===== src/rtl/stopwatch_ctrl.sv =====
// stopwatch_ctrl: stopwatch control FSM with a BCD mm:ss.cc counter and a lap snapshot.
//
// Ports:
//   clk          sole clock; all state changes on its rising edge
//   reset        synchronous, active-low reset
//   tick         one-cycle 10 ms pulse from the external 10 ms timer
//   start_stop   one-cycle pulse: start, or pause
//   lap          one-cycle pulse: freeze, or release, the display
//   clear        one-cycle pulse: zero the count (only acts in PAUSE)
//   timer_reset  active-high reset to the 10 ms timer (high in IDLE and PAUSE)
//   running      high in RUN or LAP
//   lap_active   high in LAP
//   disp_cs      displayed centiseconds, 2 BCD digits
//   disp_sec     displayed seconds, 2 BCD digits
//   disp_min     displayed minutes, 2 BCD digits
//   overflow     one-cycle pulse when the count wraps from MAX_MIN:59.99 to 00:00.00
module stopwatch_ctrl #(
    parameter logic [7:0] MAX_MIN = 8'h59
) (
    input  logic       clk,
    input  logic       reset,
    input  logic       tick,
    input  logic       start_stop,
    input  logic       lap,
    input  logic       clear,
    output logic       timer_reset,
    output logic       running,
    output logic       lap_active,
    output logic [7:0] disp_cs,
    output logic [7:0] disp_sec,
    output logic [7:0] disp_min,
    output logic       overflow
);

    typedef enum logic [1:0] {IDLE, RUN, LAP, PAUSE} state_t;

    state_t     state;
    logic [7:0] cs, sec, min;
    logic [7:0] snap_cs, snap_sec, snap_min;
    logic [7:0] cs_n, sec_n, min_n;
    logic       wrap;
    logic       counting;

    // Two-digit BCD increment; callers handle the wrap value themselves.
    function automatic logic [7:0] bcd_inc(input logic [7:0] v);
        if (v[3:0] == 4'd9)
            return {v[7:4] + 4'd1, 4'd0};
        else
            return {v[7:4], v[3:0] + 4'd1};
    endfunction

    // Next live count for one tick, with the carry chain cs -> sec -> min.
    always_comb begin
        cs_n  = cs;
        sec_n = sec;
        min_n = min;
        wrap  = 1'b0;
        if (cs == 8'h99) begin
            cs_n = 8'h00;
            if (sec == 8'h59) begin
                sec_n = 8'h00;
                if (min == MAX_MIN) begin
                    min_n = 8'h00;
                    wrap  = 1'b1;
                end else begin
                    min_n = bcd_inc(min);
                end
            end else begin
                sec_n = bcd_inc(sec);
            end
        end else begin
            cs_n = bcd_inc(cs);
        end
    end

    // Counting is decided by the state before this edge's transition.
    assign counting = tick && (state == RUN || state == LAP);

    always_ff @(posedge clk) begin
        if (!reset) begin
            state    <= IDLE;
            cs       <= 8'h00;
            sec      <= 8'h00;
            min      <= 8'h00;
            snap_cs  <= 8'h00;
            snap_sec <= 8'h00;
            snap_min <= 8'h00;
            overflow <= 1'b0;
        end else begin
            overflow <= 1'b0;
            if (counting) begin
                cs       <= cs_n;
                sec      <= sec_n;
                min      <= min_n;
                overflow <= wrap;
            end

            // Strict priority: the highest asserted pulse is the only one
            // considered, even when it has no effect in the current state.
            if (clear) begin
                if (state == PAUSE) begin
                    state    <= IDLE;
                    cs       <= 8'h00;
                    sec      <= 8'h00;
                    min      <= 8'h00;
                    snap_cs  <= 8'h00;
                    snap_sec <= 8'h00;
                    snap_min <= 8'h00;
                end
            end else if (start_stop) begin
                case (state)
                    IDLE:    state <= RUN;
                    RUN:     state <= PAUSE;
                    LAP:     state <= PAUSE;
                    PAUSE:   state <= RUN;
                    default: state <= IDLE;
                endcase
            end else if (lap) begin
                if (state == RUN) begin
                    state    <= LAP;
                    // Snapshot takes the pre-tick value of this edge.
                    snap_cs  <= cs;
                    snap_sec <= sec;
                    snap_min <= min;
                end else if (state == LAP) begin
                    state <= RUN;
                end
            end
        end
    end

    assign timer_reset = (state == IDLE) || (state == PAUSE);
    assign running     = (state == RUN) || (state == LAP);
    assign lap_active  = (state == LAP);
    assign disp_cs     = lap_active ? snap_cs  : cs;
    assign disp_sec    = lap_active ? snap_sec : sec;
    assign disp_min    = lap_active ? snap_min : min;

endmodule

===== config.mk =====
export PLATFORM = sky130hd
export DESIGN_NAME = stopwatch_ctrl
export DESIGN_NICKNAME = d
export VERILOG_FILES = /design/src/rtl/stopwatch_ctrl.sv
export SDC_FILE = /design/constraint.sdc
export NUM_CORES = 1
export LEC_CHECK = 0
export CORE_MARGIN = 4
export CORE_UTILIZATION = 55
export DETAILED_ROUTE_END_ITERATION = 10
export HOLD_SLACK_MARGIN = 0.15
export PLACE_DENSITY = 0.89
export SYNTH_ARGS = -nofsm -noshare
export SYNTH_HDL_FRONTEND = slang
export SYNTH_SLANG_ARGS = --single-unit

===== constraint.sdc =====
create_clock -name clk -period 2.75 [get_ports clk]
set_clock_uncertainty 0.05 [all_clocks]
set_input_delay 0.275 -clock clk [delete_from_list [all_inputs] [get_ports clk]]
set_output_delay 0.275 -clock clk [all_outputs]
set_load 0.1 [all_outputs]

==> flow_results.xml <==
<?xml version="1.0" encoding="UTF-8"?>
<metrics>
  <group name="cells_and_area">
    <metric name="postLayoutCoreUtil" unit="">0.723</metric>
    <metric name="drive_above_1_share" unit="">0.201</metric>
    <metric name="finish.net_count" unit="">338</metric>
    <metric name="area.growth.synth_to_final" unit="%">27.8</metric>
    <metric name="finalNonFillerCells" unit="">385</metric>
    <metric name="antennaDiodeCount" unit="">0</metric>
  </group>
  <group name="setup_path">
    <metric name="worstSetupEndpointType" unit="">output port</metric>
    <metric name="cpMostUsedCell" unit="">buf_12</metric>
    <metric name="path_class" unit="">reg2out</metric>
    <metric name="critical_path.slowest_cell" unit="">ha_1</metric>
    <metric name="critical-path-top-delay-family" unit="">buffers and inverters</metric>
    <metric name="critical_path_arrival" unit="ns">2.03</metric>
    <metric name="reg2reg_from" unit="">state[0]</metric>
    <metric name="worstPathMaxFanout" unit="">21</metric>
    <metric name="crit_path_cell_chain" unit="">inv_1, ha_1, buf_12, mux2_2, buf_12</metric>
    <metric name="number_of_buffer_and_inverter_stages_on_the_critical_path" unit="">3</metric>
    <metric name="reg2reg_slack" unit="ns">0.52</metric>
    <metric name="timing.critical_path.required" unit="ns">2.42</metric>
    <metric name="critical-path-max-stage-delay" unit="ns">0.49</metric>
    <metric name="r2r_end" unit="">min[5]</metric>
    <metric name="critPathLaunchType" unit="">register</metric>
    <metric name="ff2ff_path_depth" unit="">6</metric>
  </group>
  <group name="global_routing">
    <metric name="grt.overflow.total" unit="">0</metric>
    <metric name="grt_antenna_before_repair" unit="">0</metric>
    <metric name="gr-usage-all-layers" unit="">0.213</metric>
    <metric name="grt_start_max_net_pins" unit="">26</metric>
    <metric name="grt_pass1_wl" unit="um">10400</metric>
    <metric name="number_of_global_route_vias_before_repair" unit="">2217</metric>
  </group>
  <group name="yosys">
    <metric name="synth_cell_types" unit="">42</metric>
    <metric name="synth_xor_xnor_area_share" unit="">0.0164</metric>
    <metric name="synth_top_family_by_area" unit="">simple AND/OR/NAND/NOR gates</metric>
    <metric name="synth.mux.area_fraction" unit="">0.0904</metric>
    <metric name="count_of_flip_flops_with_a_built_in_enable_after_synthesis" unit="">0</metric>
    <metric name="yosys_register_bits" unit="">51</metric>
    <metric name="synth_warnings" unit="">0</metric>
    <metric name="asyncSetResetFlopFracSynth" unit="">0</metric>
    <metric name="synthAdderAreaFrac" unit="">0.0703</metric>
    <metric name="synth-compound-area-share" unit="">0.157</metric>
    <metric name="most_repeated_cell_in_the_gate_level_netlist_after_synthesis" unit="">dfxtp_1</metric>
    <metric name="yosys-top-cells-count" unit="">dfxtp_1, nor2b_1, a22oi_1</metric>
    <metric name="yosysTopAreaCellShare" unit="">0.382</metric>
    <metric name="syn_area_per_cell" unit="um2">9.24</metric>
    <metric name="postSynth.topFlopCell" unit="">dfxtp_1</metric>
    <metric name="fraction_of_the_yosys_area_taken_by_sequential_cells" unit="">0.382</metric>
    <metric name="postSynthNetCount" unit="">310</metric>
    <metric name="netlist.top_cell.by_area" unit="">dfxtp_1</metric>
    <metric name="post_synth_instance_area" unit="mm2">0.00267</metric>
    <metric name="netlist_top_cells_area" unit="">dfxtp_1, mux2_2, ha_1</metric>
    <metric name="netlist_instances" unit="">289</metric>
    <metric name="yosys.area_share.simple" unit="">0.245</metric>
  </group>
  <group name="floorplan">
    <metric name="die-width" unit="um">77.7</metric>
    <metric name="core_region_area" unit="mm2">0.00472</metric>
    <metric name="design.die.area" unit="mm2">0.00604</metric>
    <metric name="fp-row-count" unit="">25</metric>
    <metric name="initial_util" unit="">0.566</metric>
    <metric name="pin_count" unit="">34</metric>
    <metric name="fp.dieH" unit="um">77.7</metric>
  </group>
  <group name="sta">
    <metric name="setup_violations" unit="">0</metric>
    <metric name="max_clock_freq" unit="GHz">0.425</metric>
    <metric name="fin_crit" unit="ns">2.36</metric>
    <metric name="max_slew.worst_pin.slew" unit="ns">1.21</metric>
    <metric name="part_of_the_cycle_the_worst_path_needs" unit="">0.856</metric>
    <metric name="slew-limit-headroom" unit="">0.196</metric>
    <metric name="timing_max_transition_violations_final" unit="">0</metric>
    <metric name="final.setup.tns" unit="ns">0</metric>
    <metric name="finalHoldViolCount" unit="">0</metric>
    <metric name="unrepaired_setup_endpoints_after_global_routing" unit="">no</metric>
  </group>
  <group name="detailed_routing">
    <metric name="dr.first_iter.drc_count" unit="">198</metric>
    <metric name="detail_route.drc_violations" unit="">0</metric>
    <metric name="drtPass1Iterations" unit="">5</metric>
    <metric name="detailroute.via_count" unit="">2293</metric>
    <metric name="detail_route.vias_per_cell" unit="">5.96</metric>
    <metric name="ant_nets" unit="">0</metric>
    <metric name="drt-wirelength-per-cell" unit="um">15.9</metric>
    <metric name="postRouteWirelength" unit="um">6130</metric>
  </group>
  <group name="clock_network">
    <metric name="insertion_delay_of_the_later_clocked_pin_in_the_worst_skew_pair" unit="ns">0.31</metric>
    <metric name="cts_buffers" unit="">5</metric>
    <metric name="cts-hold-fix-buffers" unit="">0</metric>
    <metric name="cts-root-to-sink-buffers" unit="">2</metric>
    <metric name="cts_tree" unit="">yes</metric>
    <metric name="htree_num_levels" unit="">2</metric>
    <metric name="root_buffer" unit="">clkbuf_8</metric>
    <metric name="cts.clk_slew.worst_paths" unit="ns">0.09</metric>
    <metric name="post_cts_buffers" unit="">0</metric>
    <metric name="clkSinkCount" unit="">51</metric>
    <metric name="cts-resized-gates" unit="">0</metric>
  </group>
  <group name="placed_design">
    <metric name="detailed_place_hpwl" unit="um">4190</metric>
    <metric name="placement.io_buffers" unit="">33</metric>
    <metric name="place_inst" unit="">377</metric>
    <metric name="place.gp.congestion" unit="">0.855</metric>
  </group>
  <group name="min_path">
    <metric name="min-delay-path-class" unit="">reg2reg</metric>
    <metric name="hold_depth" unit="">2</metric>
    <metric name="worst_hold_startpoint" unit="">snap_min[5]</metric>
    <metric name="min_to" unit="">snap_min[5]</metric>
  </group>
  <group name="flow_run">
    <metric name="number_of_violations_of_the_max_capacitance_limit" unit="">0</metric>
  </group>
  <group name="power_and_ir_drop">
    <metric name="fin_total_pwr" unit="mW">1.37</metric>
    <metric name="power.ir.vdd_worst" unit="mV">0.218</metric>
    <metric name="power_density" unit="mW/mm2">402</metric>
    <metric name="static-leakage-power" unit="nW">1.23</metric>
  </group>
  <group name="run_status">
    <metric name="status" unit="">completed</metric>
  </group>
</metrics>
[worst register-to-register path, stage by stage, from the launching register on]
cell and delay, ns:
dfxtp_1 0.37, inv_1 0.07, ha_1 0.40, and4bb_4 0.41, nand4_4 0.17, or4_1 0.54, a21oi_1 0.16
[layout by cell type (no fill, tap or decap), types with 4 or more instances in the layout]
cell type / count
dfxtp_1: 51
nor2b_1: 27
buf_12: 26
a22oi_1: 24
nand2_1: 20
nor2_1: 18
mux2_2: 17
ha_1: 15
a21oi_1: 11
inv_1: 10
o21ai_1: 7
clkbuf_8: 6
buf_4: 6
nor4_1: 5
nor3_1: 5
mux2i_1: 5
clkdlybuf4s50_1: 5
xnor2_1: 4
and3b_1: 4
nand3_1: 4
o21ai_0: 4
[stage by stage]
stage	instance area [um2]	worst slack (ns)	hold slack (ns)
6_report	3410	0.395	0.480
5_1_grt	3410	0.300	0.504
4_1_cts	3410	0.400	0.481
3_5_place_dp	3320	0.325	0.457
3_3_place_gp	3320	0.438	0.445
2_1_floorplan	2670	-0.240	0.413
[kinds of logic (layout without fill, tap and decap cells)]
| group | Yosys count | in the layout |
|---|---|---|
| XOR/XNOR | 5 | 5 |
| AO/OA/AOI/OAI | 62 | 62 |
| adder cells (fa/ha/maj) | 15 | 15 |
| multiplexers | 22 | 22 |
| AND/OR/NAND/NOR | 108 | 108 |
| buffers and inverters | 26 | 55 |
| flip-flops | 51 | 51 |
[metal layers]
metal  part of all wire  track usage  vias up
li1                   -            -     1105
met1               0.43        0.266     1107
met2               0.50        0.349       71
met3              0.055       0.0429       10
met4              0.018       0.0996        0
met5                  0            0        -
[where the power goes]
group | internal, mW | total, mW | switching, mW
Sequential | 0.743 | 0.750 | 0.00668
Combinational | 0.0568 | 0.167 | 0.110
Clock | 0.207 | 0.455 | 0.249
Total | 1.01 | 1.37 | 0.366
[sequential cells by signal (all words and copies together) (netlist names)]
name      flops
cs            8
min           8
overflow      1
sec           8
snap_cs       8
snap_min      8
snap_sec      8
state         2
[worst max-delay path by stage]
stage	from	endpoint	cells after the start
4_1_cts	state[0]	disp_sec[2]	5
2_1_floorplan	state[0]	disp_cs[1]	4
3_5_place_dp	clear	snap_min[7]	5
5_1_grt	state[0]	disp_sec[2]	5
6_report	state[0]	disp_sec[2]	5
3_3_place_gp	clear	snap_cs[4]	5
[area by class of cell]
type	instances	area, um2
clock buffer	7	86.3
fill	310	1310
timing repair buffer	37	616
sequential	51	1020
multi-input combinational	212	1560
clock inverter	1	8.76
inverter	10	37.5
tap	67	83.8
Power figures use the tool's default switching activity.
